### config.mk
export PLATFORM = sky130hd
export DESIGN_NAME = padder_pipe
export DESIGN_NICKNAME = d
export VERILOG_FILES = /design/src/rtl/padder_pipe.sv
export SDC_FILE = /design/constraint.sdc
export NUM_CORES = 1
export LEC_CHECK = 0
export ABC_AREA = 1
export CORE_ASPECT_RATIO = 0.7
export CORE_MARGIN = 1
export CORE_UTILIZATION = 52
export DETAILED_ROUTE_END_ITERATION = 10
export PLACE_DENSITY_LB_ADDON = 0.05
export REMOVE_ABC_BUFFERS = 1
export SKIP_LAST_GASP = 1
export SYNTH_ARGS = -nofsm -noshare
export SYNTH_HDL_FRONTEND = slang
export SYNTH_SLANG_ARGS = --single-unit
### constraint.sdc
create_clock -name clk -period 3.9 [get_ports clk]
set_input_delay 0.78 -clock clk [delete_from_list [all_inputs] [get_ports clk]]
set_output_delay 0.78 -clock clk [all_outputs]
set_load 0.005 [all_outputs]
### src/rtl/padder_pipe.sv
// padder_pipe: WIDTH-bit adder, carry chain split into SEGS registered segments, valid/ready handshake.
// Define PADDER_SUB_EN to add the sub port (sub=1 computes a - b - c_in).
module padder_pipe #(
   parameter int WIDTH = 32,
   parameter int SEGS  = 4
) (
   input  logic             clk,
   input  logic             rst,
   input  logic             in_valid,
   output logic             in_ready,
   input  logic [WIDTH-1:0] a,
   input  logic [WIDTH-1:0] b,
   input  logic             c_in,
`ifdef PADDER_SUB_EN
   input  logic             sub,
`endif
   output logic             out_valid,
   input  logic             out_ready,
   output logic [WIDTH-1:0] sum,
   output logic             c_out,
   output logic             ovf
);
   localparam int SW = WIDTH / SEGS;
   logic sub_i;
`ifdef PADDER_SUB_EN
   assign sub_i = sub;
`else
   assign sub_i = 1'b0;
`endif
   logic             stall, ov_nx;
   logic [SEGS-1:0]  v, vin;
   logic [WIDTH-1:0] p_a [SEGS], p_b [SEGS], p_s [SEGS];
   logic             p_c [SEGS], p_sb [SEGS];
   logic [WIDTH-1:0] ai [SEGS], bi [SEGS], si [SEGS], sn [SEGS];
   logic [SW-1:0]    bx [SEGS], sg [SEGS];
   logic             ci [SEGS], co [SEGS], sb [SEGS];
   assign stall     = out_valid && !out_ready;
   assign in_ready  = !stall;
   assign out_valid = v[SEGS-1];
   // Register k carries full-width operands and partial sum; unused segments fall away in synthesis.
   always_comb begin
      ai[0]  = a;
      bi[0]  = b;
      si[0]  = '0;
      ci[0]  = c_in ^ sub_i;
      sb[0]  = sub_i;
      vin[0] = in_valid;
      for (int k = 1; k < SEGS; k++) begin
         ai[k]  = p_a[k-1];
         bi[k]  = p_b[k-1];
         si[k]  = p_s[k-1];
         ci[k]  = p_c[k-1];
         sb[k]  = p_sb[k-1];
         vin[k] = v[k-1];
      end
      for (int k = 0; k < SEGS; k++) begin
         bx[k] = bi[k][k*SW +: SW] ^ {SW{sb[k]}};
         {co[k], sg[k]} = (SW+1)'(ai[k][k*SW +: SW]) + (SW+1)'(bx[k]) + (SW+1)'(ci[k]);
         sn[k] = si[k];
         sn[k][k*SW +: SW] = sg[k];
      end
      // carry into the MSB is recovered from the MSB's operand and sum bits
      ov_nx = co[SEGS-1] ^ ai[SEGS-1][WIDTH-1] ^ bx[SEGS-1][SW-1] ^ sg[SEGS-1][SW-1];
   end
   always_ff @(posedge clk or posedge rst)
      if (rst) v <= '0;
      else if (!stall) v <= vin;
   always_ff @(posedge clk)
      for (int k = 0; k < SEGS; k++)
         if (!stall && vin[k]) begin
            p_a[k]  <= ai[k];
            p_b[k]  <= bi[k];
            p_s[k]  <= sn[k];
            p_c[k]  <= co[k];
            p_sb[k] <= sb[k];
         end
   always_ff @(posedge clk or posedge rst)
      if (rst) begin
         sum   <= '0;
         c_out <= 1'b0;
         ovf   <= 1'b0;
      end else if (!stall && vin[SEGS-1]) begin
         sum   <= sn[SEGS-1];
         c_out <= co[SEGS-1];
         ovf   <= ov_nx;
      end
endmodule

==> impl.org, run 1 <==
** Outcome
- The run finished with clean final reports.

** Worst hold path
- The path class of the tightest hold or removal check is flip-flop to flip-flop.
- Start point of the worst hold path :: p_b[0][19]

** Floorplanning
- From left edge to right edge, the die measures 144 µm.
- IO Pins :: 105
- Core area :: ~13,000 µm²
- Die Outline Area :: 14,600 µm²
- Initial core utilization :: 54.5%
- The floorplan has 35 rows.
- The die is 101 µm tall.

** Power and ir drop
- For this design the ratio of total power to cell area is 711 nW/µm².
- In this run the power spent charging and discharging nets is 0.00193 W.
- Maximum resistive drop on vdd :: 0.392 mV
- Cell internal pwr :: 0.00460 W
- Combinational logic is responsible for 27.7% of the overall power.
- Sequential power share :: 46.7%
- Part of the power in the clock network :: 25.6%
- Leakage power figure :: 3.75 nW
- Sw frac :: 29.5%

** Worst setup path
- For flop-to-flop paths, the worst setup slack is about 1800 ps.
- For the worst flop-to-flop path, the logic depth is 10.
- Largest driver fanout on the critical path :: 6
- Data arrival time of the critical path :: 2130 ps
- Tracing the worst setup path back leads to its startpoint at out_ready.
- The critical path ends at in_ready.
- Crit. End Element :: output port
- For the worst setup path, the data required time is 3120 ps.
- Kind of launch point of the worst setup path :: input pin
- R2R Path End :: p_s[1][14]
- Worst flop-to-flop path startpoint :: p_c[0]
- The critical path in this run is classified as input pin to output port.

** Synth
- The share of the Yosys chip area taken by registers is 73.2%.
- Warnings from Yosys :: 0
- Library cells used by synthesis :: 28
- Summing every instance area after synthesis gives around 7300 µm².
- In this run, synthesis produced a sequential element count of 185.
- Avg Synthesized Cell Area :: 13.9 µm²
- Post-Synthesis Cells :: 529

** Layout
- Summing all flip-flop and latch instances after layout gives 5370 µm².
- Synthesis-to-finish area growth :: 25.1%
- The filler cells instantiated in the layout total slightly below 1,000.
- Area occupied by multi-input gates :: 1720 µm²
- After the last flow step, the layout net total stands at 753.
- After routing the design area is between 9000 and 10,000 µm².
- Cells with a size suffix above 1 make up 8.32% of the layout.
- 0 antenna diodes ended up in the layout.

** GRT
- The first global-routing pass estimated 19,100 µm of wire.
- For this run, the total global-route usage over all layers was measured as 18.0%.
- Initial antenna violation count :: 0
- Via count of the first global-routing pass :: 4,082
- Leftover overflow at the end of global routing :: 0
- Pin count of the biggest net entering global routing :: slightly below 60

** Clocking
- The clock drives 185 sinks.
- TritonCTS clock tree :: done
- Clock tree synthesis selected as its root buffer the cell sky130_fd_sc_hd__clkbuf_16.
- Register clock-pin slew on the reported worst setup and hold paths :: about 70 ps
- CTS H-tree lvls :: 4
- In this run the post-CTS setup repair buffer count came out at 0.
- In this run, CTS created clock tree buffers numbering 17.
- Clock insertion delay at the later pin of the skew report :: 420 ps
- CTS resizes :: 0
- In this run, post-CTS hold repair placed 0 buffers.
- Maximum clock path buffer count :: 2

** Timing
- Worst slew pin tran :: 1180 ps
- TNS Setup :: 0 ps
- Max-slew violation count :: 0
- Across the routed clock network, the largest skew measured is roughly 9.6 ps.
- Max-slew headroom :: 21.1%
- Final critical-path required period :: 2910 ps
- Hold Vio Cnt, Final :: 0
- Setup repair after global routing missed its margin :: false
- Count of endpoints failing setup in the final report :: 0
- Timing would allow up to 343 MHz.
- Portion of the clock cycle consumed by the worst path in the final layout :: about three quarters
- Hold_ws :: 410 ps

** Detailed routing
- The detail route stage leaves a number of antenna-violating nets equal to 0.
- DRT Wirelength :: 11,700 µm
- For this run, the detailed router's first-pass iteration total came to 4.
- Initial DRC count :: 163
- After detailed routing, the number of remaining DRC violations is 0.
- In the final routed layout, each cell accounts on average for between 10 and 15 µm.
- In the routed layout, each cell is associated on average with a via count of 4.78.
- The detailed router placed 4,040 vias in this run.

** Placed design
- Summing all placed instances gives a cell area of ~8600 µm².
- The congestion estimate from routability-driven global placement came to around 0.87.
- I/O Buffers :: between 100 and 150
- The HPWL after detailed placement is 7820 µm.

** Run
- Across the run, the number of max-cap violations was 0.
-- cell usage after synthesis, drive strengths merged --
cell	n	area (µm²)
edfxtp	147	4410
nand2	143	559
inv	59	221
dfrtp	38	951
ha	28	350
nand3	26	135
a21oi	19	118
o21ai	12	63.8
xor2	11	96.3
xnor2	9	78.8
fa	8	160
nor2	8	40.0
buf	5	35.0
nand3b	3	22.5
nand4	3	18.8
o21bai	3	22.5
o221ai	3	26.3
clkbuf	2	7.51
a31oi	1	6.26
or2	1	6.26
-- critical path, cell delays in order --
cell and delay, ps:
sky130_fd_sc_hd__clkdlybuf4s50_1 420, sky130_fd_sc_hd__nor2_2 290, sky130_fd_sc_hd__inv_1 170, sky130_fd_sc_hd__clkdlybuf4s50_1 470
-- placed cells by master, fill, tap and decap left out, types with 3 or more instances in the layout --
cell / instances
sky130_fd_sc_hd__buf_4: 3
sky130_fd_sc_hd__a21oi_1: 17
sky130_fd_sc_hd__nor2_2: 4
sky130_fd_sc_hd__clkdlybuf4s50_1: 104
sky130_fd_sc_hd__xnor2_1: 9
sky130_fd_sc_hd__dfrtp_1: 38
sky130_fd_sc_hd__fa_1: 8
sky130_fd_sc_hd__inv_1: 55
sky130_fd_sc_hd__o21bai_1: 3
sky130_fd_sc_hd__clkinv_1: 3
sky130_fd_sc_hd__ha_1: 28
sky130_fd_sc_hd__o221ai_1: 3
sky130_fd_sc_hd__nand3b_1: 3
sky130_fd_sc_hd__nand2_2: 9
sky130_fd_sc_hd__edfxtp_1: 147
sky130_fd_sc_hd__nand2_1: 134
sky130_fd_sc_hd__o21ai_0: 9
sky130_fd_sc_hd__inv_6: 4
sky130_fd_sc_hd__nand3_1: 25
sky130_fd_sc_hd__xor2_1: 11
sky130_fd_sc_hd__clkinv_4: 4
sky130_fd_sc_hd__nand4_1: 3
sky130_fd_sc_hd__inv_2: 4
sky130_fd_sc_hd__clkbuf_16: 17
-- logic make-up after synthesis --
| logic type | after synthesis | synth area share, % |
|---|---|---|
| AOI/OAI and AO/OA | 38 | 3.22 |
| xor gates and xnor gates | 20 | 2.39 |
| adders and majority gates | 36 | 6.96 |
| buffers and inverters | 66 | 3.60 |
| DFF | 185 | 73.2 |
| and+or+nand+nor | 184 | 10.7 |
-- power by group through the flow --
| stage | Sequential, W | Clock [W] | Combinational [W] |
|---|---|---|---|
| CTS | 0.00306 | 0.00170 | 0.00184 |
| finish | 0.00305 | 0.00167 | 0.00181 |
| floorplan | 0.00308 | 0 | 0.00107 |
| detailed placement | 0.00310 | 0 | 0.00182 |
| global route | 0.00310 | 0.00177 | 0.00206 |
| global placement | 0.00307 | 0 | 0.00177 |
-- worst min-delay path by stage --
stage | cells past startpoint | end | slack (ps)
2_1_floorplan | 0 | p_a[1][16] | 400
3_3_place_gp | 0 | p_b[1][24] | 400
3_5_place_dp | 0 | p_a[1][25] | 400
4_1_cts | 0 | p_b[1][19] | 410
5_1_grt | 0 | p_a[1][27] | 420
6_report | 0 | p_b[1][19] | 410
-- layer usage --
layer	vias to the layer above	global-route usage, %	wire (µm)
li1	2052	-	-
met1	1888	21.1	5110
met2	87	31.2	5830
met3	13	5.72	571
met4	0	6.87	140
met5	-	0	0
-- area by class of cell --
cell class	instances	share of cell area [%]
Sequential cell	185	58.5
Inverter	59	2.41
Clock inverter	14	1.60
Multi-Input combinational cell	278	18.7
Clock buffer	18	4.68
Tap cell	185	2.52
Timing Repair Buffer	107	11.6
-- metrics by stage --
stage,cells,setup WS [ps],utilization [%],power [W]
floorplan,522,523,-,0.00415
global placement,814,1010,64.0,0.00484
detailed placement,814,985,64.0,0.00492
CTS,846,982,68.3,0.00659
global route,846,933,68.3,0.00694
finish,846,987,68.3,0.00653
-- flip-flops by register name, summed over array words and instances (netlist names) --
name	flops
p_s	48
p_c	3
p_b	48
sum	32
p_a	48
c_out	1
v	4
ovf	1
(Power assumes the default switching activity.)
==> run 2: changes to the inputs <==
clock period = 2.7 ns   (was 3.9 ns; I/O delays follow)
==> run 2 against run 1 <==
  * Cell area up 0.53%
  * Worst setup slack got worse by 740 ps
  * Die area unchanged
  * Power rose by 46%
  * Critical path depth is the same
  * Via count rose by 3.1%
  * Register-to-register slack lost 1200 ps
  * Sequential power up 44%
  * Sequential share of layout area shrank 0.31 points
  * Critical path type unchanged
==> impl.org, run 2 (same netlist as run 1, synthesis figures left out) <==
** Outcome
- The run finished with clean final reports.

** Detailed routing
- Routed Antenna Nets :: 0 (unchanged)
- The average vias per placed instance was 4.91 (+2.9%).
- The routed via count came to 4,166 (+3.1%).
- Highest metal used :: met4
- The routed wire length came to 11,700 µm (+0.65%).
- The met2 wirelength from detailed routing is 5740 µm (-1.6%).
- The total iterations of the first detailed-routing run was 4 (unchanged).
- The met3 wirelength from detailed routing was 674 µm (+18%).
- The DRC violations left came to 0 (unchanged).
- The routed length on met1 came to 5120 µm (+0.22%).
- Initial DRC count :: 160 (-1.8%)
- Detailed-route wire length per cell :: 13.8 µm (+0.41%)

** Clocking
- Register clock-pin slew on the reported worst setup and hold paths :: 60 ps (about the same)
- Hold-fix buffers, CTS :: 0 (unchanged)
- Clock insertion delay at the later pin of the skew report :: 420 ps (about the same)
- Maximum clock path buffer count :: 2 (unchanged)
- Sink count of the clock tree :: 185 (unchanged)
- TritonCTS clock tree :: done
- TritonCTS Buffers :: 17 (unchanged)
- Clock Root Buffer :: sky130_fd_sc_hd__clkbuf_16
- The number of levels the H-tree was split into was 4 (unchanged).
- The post-CTS resize count was 0 (unchanged).
- The number of post-CTS setup repair buffers came to 0 (unchanged).

** Worst setup path
- The setup slack on the worst flop-to-flop path came to 610 ps (-1190 ps).
- Kind of launch point of the worst setup path :: input pin
- By startpoint and endpoint, the worst setup path is classified as input pin to output port.
- R2R Path End :: p_s[2][22]
- Capturing element of the worst setup path :: in_ready
- The worst endpoint required time came to 2160 ps (-960 ps).
- Largest driver fanout on the critical path :: 6 (unchanged)
- Crit. End Element :: output port
- In this run the worst setup path begins at out_ready.
- Worst flop-to-flop path startpoint :: p_a[1][16]
- Register-to-Register Path Depth :: 11 (+1)
- The worst endpoint data arrival time was 1910 ps (-220 ps).

** Timing
- The final hold slack was 418 ps (+7.69 ps).
- The routed design could run at a clock period as short as ~2500 ps.
- After layout, the worst path uses between 90 and 100% of the clock period.
- Setup repair after global routing missed its margin :: false
- Worst slew pin tran :: 804 ps (-378 ps)
- TNS Setup :: 0 ps (unchanged)
- Static timing analysis puts the maximum clock frequency at 408 MHz.
- The maximum clock skew at final layout is 9.91 ps (+0.274 ps).
- Hold Vio Cnt, Final :: 0 (unchanged)
- Smallest setup slack after layout :: 248 ps (-738 ps)
- The total count of max-transition violations in the final report came to 0 (unchanged).
- The normalized max-slew margin came to 46.3% (+25 points).
- The count of final setup violators is 0 (unchanged).

** Power and ir drop
- The peak supply drop came to 0.599 mV (+53%).
- Sequential power share :: 46.1% (-0.6 points)
- The static leakage is 3.78 nW (+0.72%).
- The fraction of power spent switching nets is 29.5% (-0.043 points).
- Cell internal pwr :: 0.00672 W (+46%)
- The post-route total power was 0.00953 W (+46%).
- The switching power total is 0.00281 W (+46%).
- The cell area power density is 1030 nW/µm² (+45%).
- The fraction of power consumed by the clock network was 25.9% (+0.3 points).
- Logic gate share of total power :: 28.0% (+0.3 points)

** GRT
- Global-route wire length before repair :: 19,300 µm (+0.94%)
- Pin count of the biggest net entering global routing :: 58 (unchanged)
- Initial antenna violation count :: 0 (unchanged)
- Leftover overflow at the end of global routing :: 0 (unchanged)
- The total routing usage reported by global routing was 17.9% (-0.097 points).
- Via count of the first global-routing pass :: 4,238 (+3.8%)

** Placed design
- DP Worst Slack :: 35.9 ps (-949 ps)
- The half-perimeter wire length after placement was 7880 µm (+0.78%).
- The placer congestion estimate was 0.844 (-2.8%).
- The total of buffers placed on input and output ports came to 104 (unchanged).
- The cell area after placement was 8630 µm² (+0.32%).

** Layout
- The number of diodes is 0 (unchanged).
- Commonest cells after routing, fill and taps aside :: sky130_fd_sc_hd__edfxtp_1 (147), sky130_fd_sc_hd__nand2_1 (134), sky130_fd_sc_hd__clkdlybuf4s50_1 (104), sky130_fd_sc_hd__inv_1 (55), sky130_fd_sc_hd__dfrtp_1 (38)
- Final net count :: 755 (+0.27%)
- Synthesis-to-finish area growth :: 25.8%
- Proportion of layout cells with a drive suffix above 1 :: 9.05% (+0.73 points)
- Largest registers ranked by flip-flop count :: p_a: 48 flops, p_b: 48 flops, p_s: 48 flops
- Non-Filler Cell Area, Final :: 9230 µm² (+0.53%)
- Most common cell after layout, fill and taps aside :: sky130_fd_sc_hd__edfxtp_1

** Worst hold path
- The worst hold path begins at p_b[1][26].
- In this run the worst hold path is classified as flip-flop to flip-flop.

** Floorplanning
- Width of the chip :: 144 µm (unchanged)
- The total number of placement rows came to 35 (unchanged).
- The initial core utilization is 54.5% (unchanged).
- Die Outline Area :: 14,600 µm² (unchanged)
- The y dimension of the die came to 101 µm (unchanged).
- IO Pins :: 105 (unchanged)
- The placeable core region came to 13,400 µm² (unchanged).

** Run
- The reported max-cap violation count came to 0 (unchanged).
## run 2: cell types whose count changed in the layout (fill, tap and decap cells not counted)
cell	change
sky130_fd_sc_hd__buf_12	+1
sky130_fd_sc_hd__clkinv_4	+1
sky130_fd_sc_hd__clkinv_2	+1
sky130_fd_sc_hd__clkinv_1	-3
sky130_fd_sc_hd__buf_4	+1
sky130_fd_sc_hd__clkbuf_8	+2
sky130_fd_sc_hd__inv_6	-1
## run 2: worst max-delay path, stage by stage
cell,delay (ps)
sky130_fd_sc_hd__clkdlybuf4s50_1,410
sky130_fd_sc_hd__nor2_2,300
sky130_fd_sc_hd__inv_1,180
sky130_fd_sc_hd__clkdlybuf4s50_1,480
## run 2: area by class of cell
type / count / area [µm²]
multi-input cells: 278 / 1720
flip-flops and latches: 185 / 5370
inverters: 59 / 221
fillers: 972 / 4220
clock buffers: 20 / 457
well taps: 185 / 231
clock inverters: 12 / 140
repair buffers: 109 / 1090
## run 2: how the worst min path moves through the flow
stage                       endpoint  depth (start not counted)
after floorplan           p_a[1][16]                          0
after global placement    p_s[2][14]                          0
after detailed placement  p_a[1][16]                          0
after CTS                 p_b[2][28]                          0
after global routing       p_s[1][7]                          0
final                     p_b[2][26]                          0
## run 2: through the flow
stage / utilization (%) / instances
2_1_floorplan: - / 522
3_3_place_gp: 64.2 / 816
3_5_place_dp: 64.2 / 816
4_1_cts: 68.6 / 848
5_1_grt: 68.6 / 848
6_report: 68.6 / 848
## run 2: metal layers
metal	GRT usage, %	vias to the layer above
met3	5.15	16
li1	-	2048
met4	7.53	0
met1	21.9	1984
met5	0	-
met2	30.1	118
## run 2: power groups by stage
stage | sequential (W) | combinational, W | clock [W]
floorplan | 0.00445 | 0.00154 | 0
global placement | 0.00442 | 0.00259 | 0
detailed placement | 0.00446 | 0.00269 | 0
CTS | 0.00441 | 0.00271 | 0.00253
global route | 0.00448 | 0.00305 | 0.00263
finish | 0.00440 | 0.00267 | 0.00247
==> RTL edit 1 (settings of run 1) <==
`SEGS`: 4 -> 8.
--- a/src/rtl/padder_pipe.sv
+++ b/src/rtl/padder_pipe.sv
@@ -4,3 +4,3 @@
    parameter int WIDTH = 32,
-   parameter int SEGS  = 4
+   parameter int SEGS  = 8
 ) (
Formal check against the unedited RTL: not equivalent (a bounded check fails within 10 cycles, from zero or initial values and one cycle with rst high).
==> RTL edit 1 against run 1 <==
- die area grew 78%
- synthesized cell count is 30% higher
- sequential cell count rose by 200
- clock skew decreased by 0.0013 ns
- power up 89%
- fmax down 6.0%
- non-clock buffer count is 4 higher
- area after synthesis grew 80%
- core utilization shrank 4.6 points
- design area increased by 72%
- wire length grew 60%
- setup slack lost 0.19 ns
- largest power group unchanged
==> RTL edit 1: results (changes against run 1) <==
metric	value	unit	change
status	complete, no violations		
hold_path_end	p_s[6][1]$_DFFE_PP_		
slowest_delay	0.49	ns	+0.02 ns
drive_gt1_share	7.01	%	-1.3 points
drtIter0Drc	282		+73%
timing.hold.ws	0.414	ns	+0.00320 ns
holdCritStartpoint	p_s[5][1]$_DFFE_PP_		
worst_r2r_path_depth	6		-4
nNetsFinal	941		+25%
synthArstFlopShare	10.9	%	-9.6 points
wl	18700	um	+60%
synthXorXnorAreaFrac	1.13	%	-1.3 points
drtPass1Iterations	5		+1
synth_edf_count	343		+130%
worstReg2RegStart	v[7]$_DFFE_PP0N_		
seq_area_frac_synth	86.1	%	+13 points
skew	0.00836	ns	-0.00128 ns
synthCells	690		+30%
worst_slew_pin_slew	1.17	ns	-0.0158 ns
synth-adder-area-share	4.71	%	-2.3 points
grt_usage	15.0	%	-3.0 points
arrival	2.32	ns	+0.19 ns
yosys-top-cells-count	edfxtp_1, nand2_1, inv_1, dfrtp_1, ha_1		
r2r_end	sum[31]$_DFFE_PP0P_		
clk_latency	0.50	ns	+0.08 ns
grt_first_pass_wirelength	29500	um	+55%
top_regs	p_a: 112 flops, p_b: 112 flops, p_s: 112 flops		
placed_cells	1119		+37%
grt_max_degree	62		+6.9%
dp_hpwl	11400	um	+45%
synth_compound_area_share	1.63	%	-1.6 points
finalWeightedCongestion	0.772		-11%
num_vias	5711		+41%
synth_top_area_share	78.2	%	+18 points
clk_path_buf_depth	3		+1
htree_levels	2		-2
ir_drop	639	uV	+63%
grt_pass1_vias	5963		+46%
r2r_slack	1.89	ns	+0.09 ns
place_ws	0.806	ns	-0.179 ns
cts_buffers	36		+19
p_sw_share	25.7	%	-3.8 points
p_leak	5.85	nW	+56%
## RTL edit 1: changes by cell type after synthesis, moves of 8 or more
| cell | before | now |
|---|---|---|
| fa_1 | 8 | 16 |
| nand2_2 | 9 | 0 |
| nand3_1 | 25 | 6 |
| nand2_1 | 134 | 121 |
| edfxtp_1 | 147 | 343 |
| o21ai_0 | 9 | 18 |
## RTL edit 1: worst max path at each step
stage	startpoint	end	slack (ns)	cells past startpoint
detailed placement	out_ready	in_ready	0.81	4
CTS	out_ready	in_ready	0.79	4
finish	out_ready	in_ready	0.80	4
floorplan	out_ready	p_a[1][10]$_DFFE_PP_	0.17	2
global placement	out_ready	in_ready	0.85	4
global route	out_ready	in_ready	0.77	4
## RTL edit 1: layout make-up
cell class,instances,area (sq um)
Multi-Input combinational cell,235,1580
Fill cell,1751,8990
Timing Repair Buffer,111,1090
Inverter,63,236
Sequential cell,385,11400
Clock buffer,54,1010
Tap cell,325,407
Clock inverter,8,82.6
## RTL edit 1: kinds of logic (layout without fill, tap and decap cells)
logic type / count (synthesis) / count (layout)
compound gates: 40 / 40
xor+xnor: 17 / 17
fa+ha+maj: 40 / 40
buf+inv: 70 / 236
flops: 385 / 385
simple gates: 138 / 138
## RTL edit 1: power by group through the flow
stage	clock [mW]	combinational [mW]	sequential, mW
final	3.25	2.27	6.78
after detailed placement	0	2.34	6.88
after floorplan	0	1.31	6.77
after global placement	0	2.24	6.82
after global routing	3.50	2.59	6.90
after CTS	3.35	2.35	6.81
## RTL edit 1: routing by layer
metal  part of all wire (%)  routed length [um]  global-route usage (%)  up-vias
met1                     43                8080                    19.5     2790
li1                       -                   -                       -     2746
met4                    2.5                 474                    4.94        0
met2                     50                9290                    25.4      127
met3                    4.4                 820                    3.11       48
met5                      0                   0                       0        -
==> RTL edit 2 (settings of run 1) <==
Made on the original files. Make the reset (`rst`) synchronous in 2 clocked blocks.
--- a/src/rtl/padder_pipe.sv
+++ b/src/rtl/padder_pipe.sv
@@ -64,3 +64,3 @@
    end
-   always_ff @(posedge clk or posedge rst)
+   always_ff @(posedge clk)
       if (rst) v <= '0;
@@ -76,3 +76,3 @@
          end
-   always_ff @(posedge clk or posedge rst)
+   always_ff @(posedge clk)
       if (rst) begin
Behaviour: differs if rst is asserted again (counterexample within 10 cycles, from zero or initial values and one cycle with rst high); with rst held inactive, the same outputs for 10 cycles.
==> RTL edit 2 against run 1 <==
- wire length is 2.7% lower
- area after synthesis is 2.4% lower
- sequential share of layout area is 1.0 points lower
- fmax is 3.9% higher
- design area is 1.8% lower
- setup slack better by 0.11 ns
- sequential cell count stayed put
- critical path type unchanged
- critical endpoint unchanged
- highest routed layer unchanged
Power is not compared: it rests on default switching activity, and its combinational part moved more than twofold at a synthesized area within 25%.
==> RTL edit 2: results (changes against run 1) <==
metric	value	unit	change
drive_gt1_share	7.31	%	-1.0 points
clk_share	6.71	%	+0.44 points
clkbuf_count	17		-1
ys_top_cells_by_area	edfxtp_1, dfxtp_1, ha_1, nor2_1, inv_1		
nNetsFinal	749		-0.53%
multi_input_area	1720	sq um	about the same
synth_edf_count	147		unchanged
synthArstFlopShare	0	%	-21 points
drtIter0Drc	171		+4.9%
final_cells	842		-0.47%
comb.multi_input.count	279		+0.36%
yosys-top-cells-count	edfxtp_1, nor2_1, inv_1, nand2_1, dfxtp_1		
skew	0.00898	ns	-0.000664 ns
placed_cells	810		-0.49%
drtPass1Iterations	5		+1
grt_usage	18.1	%	+0.059 points
num_vias	4079		+0.97%
grt_first_pass_wirelength	19000	um	-0.54%
worst_slew_pin_slew	1.00	ns	-0.179 ns
fill_cells	1003		+4.3%
status	complete, no violations		
grt_pass1_vias	4102		+0.49%
seq_share	57.5	%	-1.0 points
dp_hpwl	7790	um	-0.43%
inverters_excl_clock	54		-8.5%
synth.distinct_cells	27		-3.6%
design.seq.count	185		unchanged
finalWeightedCongestion	0.844		-2.7%
==> RTL edit 2: cell types whose count changed after synthesis, moves of 14 or more <==
cell / before / now
dfxtp_1: 0 / 38
a21oi_1: 17 / 32
o21ai_0: 9 / 23
nor2_1: 4 / 68
nand2_1: 134 / 51
nand3_1: 25 / 10
dfrtp_1: 38 / 0
==> RTL edit 2: report_power, final <==
group          switching, mW  internal, mW
registers             0.0292          2.25
logic                  0.172         0.166
clock network          0.755         0.970
total                  0.957          3.39
==> RTL edit 2: path summary, 6_finish.rpt <==
check	startpoint	slack, ns	end	cells after the start
worst max register to register	p_a[1][16]$_DFFE_PP_	1.94	p_s[2][22]$_DFFE_PP_	10
worst min register to register	p_s[1][1]$_DFFE_PP_	0.41	p_s[2][1]$_DFFE_PP_	0
worst max-delay path	out_ready	1.10	in_ready	4
worst min-delay path	p_s[1][1]$_DFFE_PP_	0.41	p_s[2][1]$_DFFE_PP_	0
==> RTL edit 2: metal layers <==
layer	GRT usage [%]	part of all wire, %	up-vias	wire (um)
li1	-	-	2065	-
met1	21.7	44	1900	4940
met2	31.0	50	101	5640
met3	4.68	5.1	13	584
met4	8.02	1.6	0	180
met5	0	0	-	0
==> RTL edit 2: cell families after synthesis <==
logic type	share of synthesized area, %
flops	72.3
fa+ha+maj	7.13
compound gates	5.77
xor+xnor	2.94
simple gates	8.16
buf+inv	3.72
==> RTL edit 2: critical path: stages <==
cell and delay, ns:
clkdlybuf4s50_1 0.50, nor2_4 0.07, inv_1 0.13, clkdlybuf4s50_1 0.54
==> RTL edit 2: metrics by stage <==
stage	cell area, sq um	setup WS, ns	hold WS (ns)
floorplan	7100	1.35	0.400
global placement	8400	1.13	0.400
detailed placement	8400	1.08	0.405
CTS	9010	1.09	0.415
global route	9010	1.05	0.418
finish	9010	1.10	0.414
